[src/rtl/otter_pipe_pkg.sv]
// Shared types and constants for the pipeline controller.
//   pipe_state_t : controller FSM states (START, RUN, MEM_WAIT)
//   PERF_W       : width of the performance counters
package otter_pipe_pkg;

   typedef enum logic [1:0] {
      START    = 2'd0,
      RUN      = 2'd1,
      MEM_WAIT = 2'd2
   } pipe_state_t;

   localparam int PERF_W = 32;

endpackage

[src/rtl/pipe_ctrl_if.sv]
// Bundle of hazard inputs, pipeline-register controls, valid bits and
// performance counters exchanged between the datapath and pipe_ctrl.
//   master : datapath side (drives hazards/ready, receives controls)
//   slave  : controller side
interface pipe_ctrl_if;
   import otter_pipe_pkg::*;

   logic              load_use_haz;
   logic              control_haz;
   logic              imem_ready;
   logic              dmem_ready;
   logic              mem_access;
   logic              pc_we;
   logic              ifde_en;
   logic              deex_en;
   logic              exmem_en;
   logic              memwb_en;
   logic              ifde_flush;
   logic              deex_flush;
   logic              de_valid;
   logic              ex_valid;
   logic              mem_valid;
   logic              wb_valid;
   logic [PERF_W-1:0] stall_cnt;
   logic [PERF_W-1:0] flush_cnt;

   modport master (
      output load_use_haz, control_haz, imem_ready, dmem_ready, mem_access,
      input  pc_we, ifde_en, deex_en, exmem_en, memwb_en,
      input  ifde_flush, deex_flush,
      input  de_valid, ex_valid, mem_valid, wb_valid,
      input  stall_cnt, flush_cnt
   );

   modport slave (
      input  load_use_haz, control_haz, imem_ready, dmem_ready, mem_access,
      output pc_we, ifde_en, deex_en, exmem_en, memwb_en,
      output ifde_flush, deex_flush,
      output de_valid, ex_valid, mem_valid, wb_valid,
      output stall_cnt, flush_cnt
   );

endinterface

[src/rtl/pipe_event_ctr.sv]
// Free-running event counter, wraps from all-ones to zero.
//   CLK   : clock
//   RST   : synchronous active-high clear
//   inc   : count one event this cycle
//   count : current count
module pipe_event_ctr
   import otter_pipe_pkg::*;
(
   input  logic              CLK,
   input  logic              RST,
   input  logic              inc,
   output logic [PERF_W-1:0] count
);

   logic [PERF_W-1:0] r_count;

   always_ff @(posedge CLK) begin
      if (RST) begin
         r_count <= '0;
      end else if (inc) begin
         r_count <= r_count + PERF_W'(1);
      end
   end

   assign count = r_count;

endmodule

[src/rtl/pipe_ctrl.sv]
// Pipeline hazard/stall controller for a 5-stage pipeline.
//   CLK : clock
//   RST : synchronous active-high reset
//   bus : pipe_ctrl_if.slave -- hazard inputs, PC/pipeline-register
//         enables and flushes (combinational), stage valid bits and
//         stall/flush counters (registered)
module pipe_ctrl
   import otter_pipe_pkg::*;
(
   input  logic        CLK,
   input  logic        RST,
   pipe_ctrl_if.slave  bus
);

   pipe_state_t r_state, w_state_next;

   logic r_de_valid, r_ex_valid, r_mem_valid, r_wb_valid;
   logic w_de_valid_next, w_ex_valid_next, w_mem_valid_next, w_wb_valid_next;

   logic w_pc_we, w_ifde_en, w_deex_en, w_exmem_en, w_memwb_en;
   logic w_ifde_flush, w_deex_flush;
   logic w_stall, w_flush;
   logic w_ctl, w_lu, w_mem_wait;
   logic [PERF_W-1:0] w_stall_cnt, w_flush_cnt;

   // Hazards only count when the stages they refer to hold real instructions.
   assign w_ctl = bus.control_haz & r_ex_valid;
   assign w_lu  = bus.load_use_haz & r_ex_valid & r_de_valid;

   // Once waiting, only dmem_ready ends the wait; a MEM_WAIT cycle with
   // dmem_ready=1 falls through to the normal RUN decode below.
   assign w_mem_wait = (r_state == MEM_WAIT) ? ~bus.dmem_ready
                     : (bus.mem_access & r_mem_valid & ~bus.dmem_ready);

   always_ff @(posedge CLK) begin
      if (RST) begin
         r_state     <= START;
         r_de_valid  <= 1'b0;
         r_ex_valid  <= 1'b0;
         r_mem_valid <= 1'b0;
         r_wb_valid  <= 1'b0;
      end else begin
         r_state     <= w_state_next;
         r_de_valid  <= w_de_valid_next;
         r_ex_valid  <= w_ex_valid_next;
         r_mem_valid <= w_mem_valid_next;
         r_wb_valid  <= w_wb_valid_next;
      end
   end

   always_comb begin
      w_state_next     = r_state;
      w_pc_we          = 1'b0;
      w_ifde_en        = 1'b0;
      w_deex_en        = 1'b0;
      w_exmem_en       = 1'b0;
      w_memwb_en       = 1'b0;
      w_ifde_flush     = 1'b0;
      w_deex_flush     = 1'b0;
      w_stall          = 1'b0;
      w_flush          = 1'b0;
      w_de_valid_next  = r_de_valid;
      w_ex_valid_next  = r_ex_valid;
      w_mem_valid_next = r_mem_valid;
      w_wb_valid_next  = r_wb_valid;

      if (RST) begin
         // Front registers are held at bubbles while in reset.
         w_ifde_flush = 1'b1;
         w_deex_flush = 1'b1;
         w_state_next = START;
      end else if (r_state == START) begin
         w_state_next = RUN;
      end else begin
         w_state_next = RUN;
         if (w_mem_wait) begin
            // Freeze everything up to MEM; push a bubble into WB.
            w_state_next    = MEM_WAIT;
            w_memwb_en      = 1'b1;
            w_wb_valid_next = 1'b0;
            w_stall         = 1'b1;
         end else begin
            // Downstream stages always advance outside a memory wait.
            w_exmem_en       = 1'b1;
            w_memwb_en       = 1'b1;
            w_deex_en        = 1'b1;
            w_mem_valid_next = r_ex_valid;
            w_wb_valid_next  = r_mem_valid;
            if (w_ctl) begin
               // Wins over a simultaneous load-use: the DE instruction is
               // on the wrong path, so no stall is needed for it.
               w_pc_we         = 1'b1;
               w_ifde_en       = 1'b1;
               w_ifde_flush    = 1'b1;
               w_deex_flush    = 1'b1;
               w_de_valid_next = 1'b0;
               w_ex_valid_next = 1'b0;
               w_flush         = 1'b1;
            end else if (w_lu) begin
               // Hold PC and IF/DE; insert a bubble into EX.
               w_deex_flush    = 1'b1;
               w_ex_valid_next = 1'b0;
               w_stall         = 1'b1;
            end else if (!bus.imem_ready) begin
               w_ifde_en       = 1'b1;
               w_ifde_flush    = 1'b1;
               w_de_valid_next = 1'b0;
               w_ex_valid_next = r_de_valid;
               w_stall         = 1'b1;
            end else begin
               w_pc_we         = 1'b1;
               w_ifde_en       = 1'b1;
               w_de_valid_next = 1'b1;
               w_ex_valid_next = r_de_valid;
            end
         end
      end
   end

   pipe_event_ctr u_stall_ctr (
      .CLK   (CLK),
      .RST   (RST),
      .inc   (w_stall),
      .count (w_stall_cnt)
   );

   pipe_event_ctr u_flush_ctr (
      .CLK   (CLK),
      .RST   (RST),
      .inc   (w_flush),
      .count (w_flush_cnt)
   );

   assign bus.pc_we      = w_pc_we;
   assign bus.ifde_en    = w_ifde_en;
   assign bus.deex_en    = w_deex_en;
   assign bus.exmem_en   = w_exmem_en;
   assign bus.memwb_en   = w_memwb_en;
   assign bus.ifde_flush = w_ifde_flush;
   assign bus.deex_flush = w_deex_flush;
   assign bus.de_valid   = r_de_valid;
   assign bus.ex_valid   = r_ex_valid;
   assign bus.mem_valid  = r_mem_valid;
   assign bus.wb_valid   = r_wb_valid;
   assign bus.stall_cnt  = w_stall_cnt;
   assign bus.flush_cnt  = w_flush_cnt;

endmodule

[src/flat_wrapper.sv]
// flat-port wrapper written by rule: the top's interface ports become plain ports
module pipe_ctrl_flat import otter_pipe_pkg::*;
  (CLK, RST, bus_load_use_haz, bus_control_haz, bus_imem_ready, bus_dmem_ready, bus_mem_access, bus_pc_we, bus_ifde_en, bus_deex_en, bus_exmem_en, bus_memwb_en, bus_ifde_flush, bus_deex_flush, bus_de_valid, bus_ex_valid, bus_mem_valid, bus_wb_valid, bus_stall_cnt, bus_flush_cnt);
  pipe_ctrl_if bus_i ();
  input  logic CLK;
  input  logic RST;
  input wire logic [$bits(bus_i.load_use_haz)-1:0] bus_load_use_haz;
  input wire logic [$bits(bus_i.control_haz)-1:0] bus_control_haz;
  input wire logic [$bits(bus_i.imem_ready)-1:0] bus_imem_ready;
  input wire logic [$bits(bus_i.dmem_ready)-1:0] bus_dmem_ready;
  input wire logic [$bits(bus_i.mem_access)-1:0] bus_mem_access;
  output wire logic [$bits(bus_i.pc_we)-1:0] bus_pc_we;
  output wire logic [$bits(bus_i.ifde_en)-1:0] bus_ifde_en;
  output wire logic [$bits(bus_i.deex_en)-1:0] bus_deex_en;
  output wire logic [$bits(bus_i.exmem_en)-1:0] bus_exmem_en;
  output wire logic [$bits(bus_i.memwb_en)-1:0] bus_memwb_en;
  output wire logic [$bits(bus_i.ifde_flush)-1:0] bus_ifde_flush;
  output wire logic [$bits(bus_i.deex_flush)-1:0] bus_deex_flush;
  output wire logic [$bits(bus_i.de_valid)-1:0] bus_de_valid;
  output wire logic [$bits(bus_i.ex_valid)-1:0] bus_ex_valid;
  output wire logic [$bits(bus_i.mem_valid)-1:0] bus_mem_valid;
  output wire logic [$bits(bus_i.wb_valid)-1:0] bus_wb_valid;
  output wire logic [$bits(bus_i.stall_cnt)-1:0] bus_stall_cnt;
  output wire logic [$bits(bus_i.flush_cnt)-1:0] bus_flush_cnt;
  assign bus_i.load_use_haz = bus_load_use_haz;
  assign bus_i.control_haz = bus_control_haz;
  assign bus_i.imem_ready = bus_imem_ready;
  assign bus_i.dmem_ready = bus_dmem_ready;
  assign bus_i.mem_access = bus_mem_access;
  assign bus_pc_we = bus_i.pc_we;
  assign bus_ifde_en = bus_i.ifde_en;
  assign bus_deex_en = bus_i.deex_en;
  assign bus_exmem_en = bus_i.exmem_en;
  assign bus_memwb_en = bus_i.memwb_en;
  assign bus_ifde_flush = bus_i.ifde_flush;
  assign bus_deex_flush = bus_i.deex_flush;
  assign bus_de_valid = bus_i.de_valid;
  assign bus_ex_valid = bus_i.ex_valid;
  assign bus_mem_valid = bus_i.mem_valid;
  assign bus_wb_valid = bus_i.wb_valid;
  assign bus_stall_cnt = bus_i.stall_cnt;
  assign bus_flush_cnt = bus_i.flush_cnt;
  pipe_ctrl u_core (.CLK(CLK), .RST(RST), .bus(bus_i));
endmodule
[config.mk]
export PLATFORM = sky130hd
export DESIGN_NAME = pipe_ctrl_flat
export DESIGN_NICKNAME = d
export VERILOG_FILES = /design/src/rtl/otter_pipe_pkg.sv /design/src/rtl/pipe_ctrl_if.sv /design/src/rtl/pipe_event_ctr.sv /design/src/rtl/pipe_ctrl.sv /design/src/flat_wrapper.sv
export SDC_FILE = /design/constraint.sdc
export NUM_CORES = 1
export LEC_CHECK = 0
export ABC_CLOCK_PERIOD_IN_PS = 1750
export CORE_MARGIN = 2
export CORE_UTILIZATION = 25
export DETAILED_ROUTE_END_ITERATION = 10
export DONT_BUFFER_PORTS = 1
export SKIP_CTS_REPAIR_TIMING = 1
export SLEW_MARGIN = 0
export SYNTH_ARGS = -nofsm -noshare
export SYNTH_HDL_FRONTEND = slang
export SYNTH_SLANG_ARGS = --single-unit
[constraint.sdc]
create_clock -name CLK -period 1.75 [get_ports CLK]
set_input_delay 0.175 -clock CLK [delete_from_list [all_inputs] [get_ports CLK]]
set_output_delay 0.175 -clock CLK [all_outputs]
set_load 0.05 [all_outputs]
[Yosys cells after proc, flatten, opt, wreduce, memory -nomap -nowiden]
Cells that the tools add are included.
Word-level totals
  register bits after elaboration: 70
  input port bits: 7
  output and inout bits: 75
  word-level logic and storage cells: 68
Cells by class
  add/subtract/negate cells: 2
  eq/ne operators: 2
  muxes and demuxes: 44
  bitwise operators: 8
  reduce and logical (&&, ||, !) cells: 4
Operators by type and width (number)
  32-bit by 1-bit adder with 32-bit output, second input constant: 2
  1-bit two-way mux: 43
  1-bit bitwise AND: 5
  1-bit inverter: 3
  3-bit AND reduction: 1
  2-bit equality test, second input constant: 1
  2-bit logical NOT: 1
  2-bit two-way mux: 1
  2-bit by 1-bit != test with 1-bit output, second input constant: 1
  2-bit AND reduction: 1
  2-bit OR reduction: 1

[Depth between registers and ports, before layout]
  word-level depth: 7
  gate-level depth with buffers: 7
  mapped depth without buffers: 6

[Modules after synthesis]
A second synthesis with hierarchy kept.
Unflattened totals
  cells, all modules: 399
  area, all modules: 3398.3 µm²
Modules (own cells, without submodules)
  pipe_event_ctr at u_core.u_flush_ctr: times used 1, cells each 181, area each 1564.0 µm², sequential area each 640.6 µm²
  pipe_event_ctr at u_core.u_stall_ctr: times used 1, cells each 174, area each 1488.9 µm², sequential area each 640.6 µm²
  pipe_ctrl: times used 1, cells each 44, area each 345.3 µm², sequential area each 120.1 µm²

[Least setup slack after synthesis]
OpenSTA, ideal clock, no wires.
  path type: register -> output
  start: register u_core.r_ex_valid, in the netlist u_core.bus.ex_valid
  end: output bus_pc_we
  data arrival time: 2.411 ns
  data required time: 1.575 ns
  setup slack: -0.836 ns
  stages on the path, launching flop included: 5
  buffers on the path: 1
  cells stage by stage: dfxtp_1 > nand2_1 > a21boi_1 > clkbuf_1 > nor3_1
Between the ends
  word-level cells in the longest chain between the ends: 7
  elaborated cells between the ends (all ways): 8
  those cells by class: mux: 5; bitwise: 3
Ends and longest elaborated chain
  from (decl): line pipe_ctrl.sv:17  | logic r_de_valid, r_ex_valid, r_mem_valid, r_wb_valid;
  from (signal assigned): line pipe_ctrl.sv:45  | r_ex_valid <= w_ex_valid_next;
  1-bit bitwise AND (2 in a row): line pipe_ctrl.sv:28  | assign w_lu = bus.load_use_haz & r_ex_valid & r_de_valid;
  1-bit two-way mux: line pipe_ctrl.sv:99  | end else if (w_lu) begin
  1-bit two-way mux *: line pipe_ctrl.sv:89  | if (w_ctl) begin
  1-bit two-way mux *: line pipe_ctrl.sv:76  | if (w_mem_wait) begin
  1-bit two-way mux *: line pipe_ctrl.sv:72  | end else if (r_state == START) begin
  1-bit two-way mux *: line pipe_ctrl.sv:67  | if (RST) begin
  to (decl): line flat_wrapper.sv:12  | output wire logic [$bits(bus_i.pc_we)-1:0] bus_pc_we;
Every way passes the cells marked *; elsewhere a longest branch is shown, timed or not.

[Final worst setup path]
  start: register u_core.r_mem_valid, in the netlist u_core.bus.mem_valid
  end: output bus_ifde_en
Between the ends
  word-level cells in the longest chain between the ends: 6
Ends and longest elaborated chain
  from (decl): line pipe_ctrl.sv:17
  from (signal assigned): line pipe_ctrl.sv:46  | r_mem_valid <= w_mem_valid_next;
  1-bit bitwise AND (2 in a row): line pipe_ctrl.sv:33  | : (bus.mem_access & r_mem_valid & ~bus.dmem_ready);
  1-bit two-way mux: line pipe_ctrl.sv:32  | assign w_mem_wait = (r_state == MEM_WAIT) ? ~bus.dmem_ready
  1-bit two-way mux: line pipe_ctrl.sv:76
  1-bit two-way mux: line pipe_ctrl.sv:72
  1-bit two-way mux: line pipe_ctrl.sv:67
  to (decl): line flat_wrapper.sv:13  | output wire logic [$bits(bus_i.ifde_en)-1:0] bus_ifde_en;
No other way between the ends.

==> results.md <==
- Status: complete, but fails checks
- Failing checks: hold timing, setup timing
- Period utilization: 1.05
- Number of global-route vias before repair: 3130
- Switching Fraction: 0.217
- Total core area: 13200 um^2
- RSZ-0062 raised after global routing: yes
- Nets: 511
- Cts bufs inserted: 9
- Clock Latency Late Sink: 0.33 ns
- Comb pwr share: 0.044
- Lkg Pwr: 2.07 nW
- Layout cell share with drive strength beyond 1: 0.418
- Remaining global-route overflow: 0
- Setup CP Type: reg -> out
- Clock Power Share: 0.550
- Sequential share of power: 0.406
- First-pass GRT wire length: 15600 um
- Pwr Total: 3.85 mW
- Hold Slack: -0.0946 ns
- Startpoint types: flop
- Synth Area per Inst: 8.54 um^2
- CTS H-tree depth: 3
- Detail Route Antenna Nets: 0
- Largest net degree at the start of global routing: 75
- Area grow syn2layout: 52.7%
- R2R Setup Slk: -0.04 ns
- Power per Cell Area: 750 nW/um^2
- # DRC: 0
- Crit path to: bus_ifde_en
- DP Area: 4560 um^2
- Vias per std cell: 4.74
- Chip height: 120 um
- Initial antenna violation count: 0
- #FFs+latches synth: 70
- Post-synth EDFFs: 0
- Gate count of the mapped netlist: 394
- Post-synth ARST share: 0
- Peak VDD IR: 0.000675 V
- Drt pass-1 iters: 5
- PortBufs: 0
- Cell Rows: 42
- Post-Route Setup TNS: -0.354 ns
- Mapped Area: 3370 um^2
- Crit path DAT: 1.67 ns
- Die Area: 14400 um^2
- Gr usage total: 0.136
- Final Hold Fails: 67
- Synth unique cells: 39
- Minimum clock period: 1.84 ns
- Pre-CTS setup slack: -0.0132 ns
- Rel. slew slack: 0.610
- WL/cell: 14.3 um
- Drt initial violations: 148
- CTS tree: done
- Worst r2r path cells: 7
- Final HPWL DP: 7080 um
- Power Internal: 3.02 mW
- Clock transition at path regs: 0.06 ns
- Post-Route WL: 9770 um
- Fill count: 1291
- Initial Util: 0.255
- Leading cell types in the layout, fill and taps excluded: 104 x buf_4, 64 x nor2_1, 46 x xor2_1
- Area of the multi-input gates: 2080 um^2
- Final Max Slew Viols: 0
- Diode count: 0
- FMAX: 542 MHz
- Worst Tran Pin Value: 0.584 ns
- Reg-to-reg endpoint: u_core.u_flush_ctr.count[31]
- GPL Wtd Cong: 0.811
- Clock Skew: 0.00705 ns
- CP max FO: 5
- Synthesis Warnings: 0
- Reg area: 1540 um^2
- Final setup fails: 8
- Num Clock Sinks: 70
- Min-delay worst type: in -> reg
- Register area share after synthesis: 0.416
- Synthesized net count: 403
- Critical Path RT: 1.57 ns
- Ys flop type: dfxtp_1
- Die Width: 120 um
- Commonest non-fill, non-tap cell in the layout: buf_4
- Max Cap Viol: 0
- Longest Clk Path Bufs: 2
- Total number of vias: 3236
- Final instance area: 5140 um^2
- CTS root buf: clkbuf_16
- Final worst slack: -0.0941 ns
- RR Startpoint: u_core.bus.mem_valid
- IO Count: 82
- Crit. Startpoint: u_core.bus.mem_valid
- CP Capture Type: output pin
- Net Sw Power: 0.834 mW
[worst min-delay path by stage]
stage | from | end | depth (start not counted)
after floorplan | bus_control_haz | u_core.bus.ex_valid | 3
after global placement | RST | u_core.u_flush_ctr.count[20] | 1
after detailed placement | RST | u_core.u_flush_ctr.count[8] | 1
after CTS | RST | u_core.u_flush_ctr.count[8] | 1
after global routing | RST | u_core.u_flush_ctr.count[22] | 1
final | RST | u_core.u_flush_ctr.count[13] | 1
[per-stage QoR]
| step | cells | util |
|---|---|---|
| finish | 683 | 0.390 |
| global placement | 659 | 0.345 |
| global route | 683 | 0.390 |
| detailed placement | 659 | 0.345 |
| CTS | 675 | 0.372 |
| floorplan | 394 | - |
[registers in the layout, summed over array words and instances (netlist names)]
| name | cells |
|---|---|
| u_core.bus.de_valid | 1 |
| u_core.bus.mem_valid | 1 |
| u_core.u_flush_ctr.count | 32 |
| u_core.bus.ex_valid | 1 |
| u_core.r_state | 2 |
| u_core.u_stall_ctr.count | 32 |
| u_core.bus.wb_valid | 1 |
[Yosys cell counts, types with 6 or more instances]
| cell type | count | area [um^2] |
|---|---|---|
| xor2_1 | 46 | 403 |
| nand3_1 | 19 | 95.1 |
| o2111ai_1 | 14 | 123 |
| nor3_1 | 8 | 40.0 |
| nand2_1 | 19 | 71.3 |
| a21oi_1 | 18 | 90.1 |
| or3_1 | 11 | 68.8 |
| o211ai_1 | 6 | 45.0 |
| inv_1 | 9 | 33.8 |
| o21ai_0 | 20 | 100 |
| nand4_1 | 22 | 138 |
| dfxtp_1 | 70 | 1400 |
| clkbuf_1 | 15 | 56.3 |
| and3_1 | 13 | 81.3 |
| nor2_1 | 64 | 240 |
[critical path, cell delays in order (launching register included)]
cell and delay, ns:
dfxtp_4 0.36, and3b_2 0.23, buf_6 0.13, nor3_4 0.23, buf_6 0.14, o21a_4 0.12, buf_12 0.13
[power groups by stage]
stage	Combinational [mW]	Clock (mW)	Sequential [mW]
final	0.168	2.12	1.56
after global routing	0.179	2.25	1.56
after CTS	0.153	2.18	1.56
after detailed placement	0.152	0	1.60
after global placement	0.150	0	1.60
after floorplan	0.103	0	1.62
[metal layers]
metal	track usage	up-vias	routed length, um
li1	-	1623	-
met1	0.158	1513	4150
met2	0.229	88	4830
met3	0.0513	12	652
met4	0.0471	0	135
met5	0	-	0
[final cells by class]
type,count,share of cell area
Timing Repair Buffer,114,0.179
Clock inverter,7,0.0239
Multi-Input combinational cell,298,0.405
Tap cell,176,0.0428
Sequential cell,70,0.299
Inverter,9,0.00657
Clock buffer,9,0.0438
[kinds of logic after synthesis]
kind of cell / after synthesis / share of synthesized area
and+or+nand+nor: 180 / 0.290
DFF: 70 / 0.416
AOI/OAI and AO/OA: 65 / 0.122
xor gates and xnor gates: 49 / 0.128
buffers and inverters: 26 / 0.0305
muxes: 2 / 0.00595
adders and majority gates: 2 / 0.00743
Power figures use the tool's default switching activity.
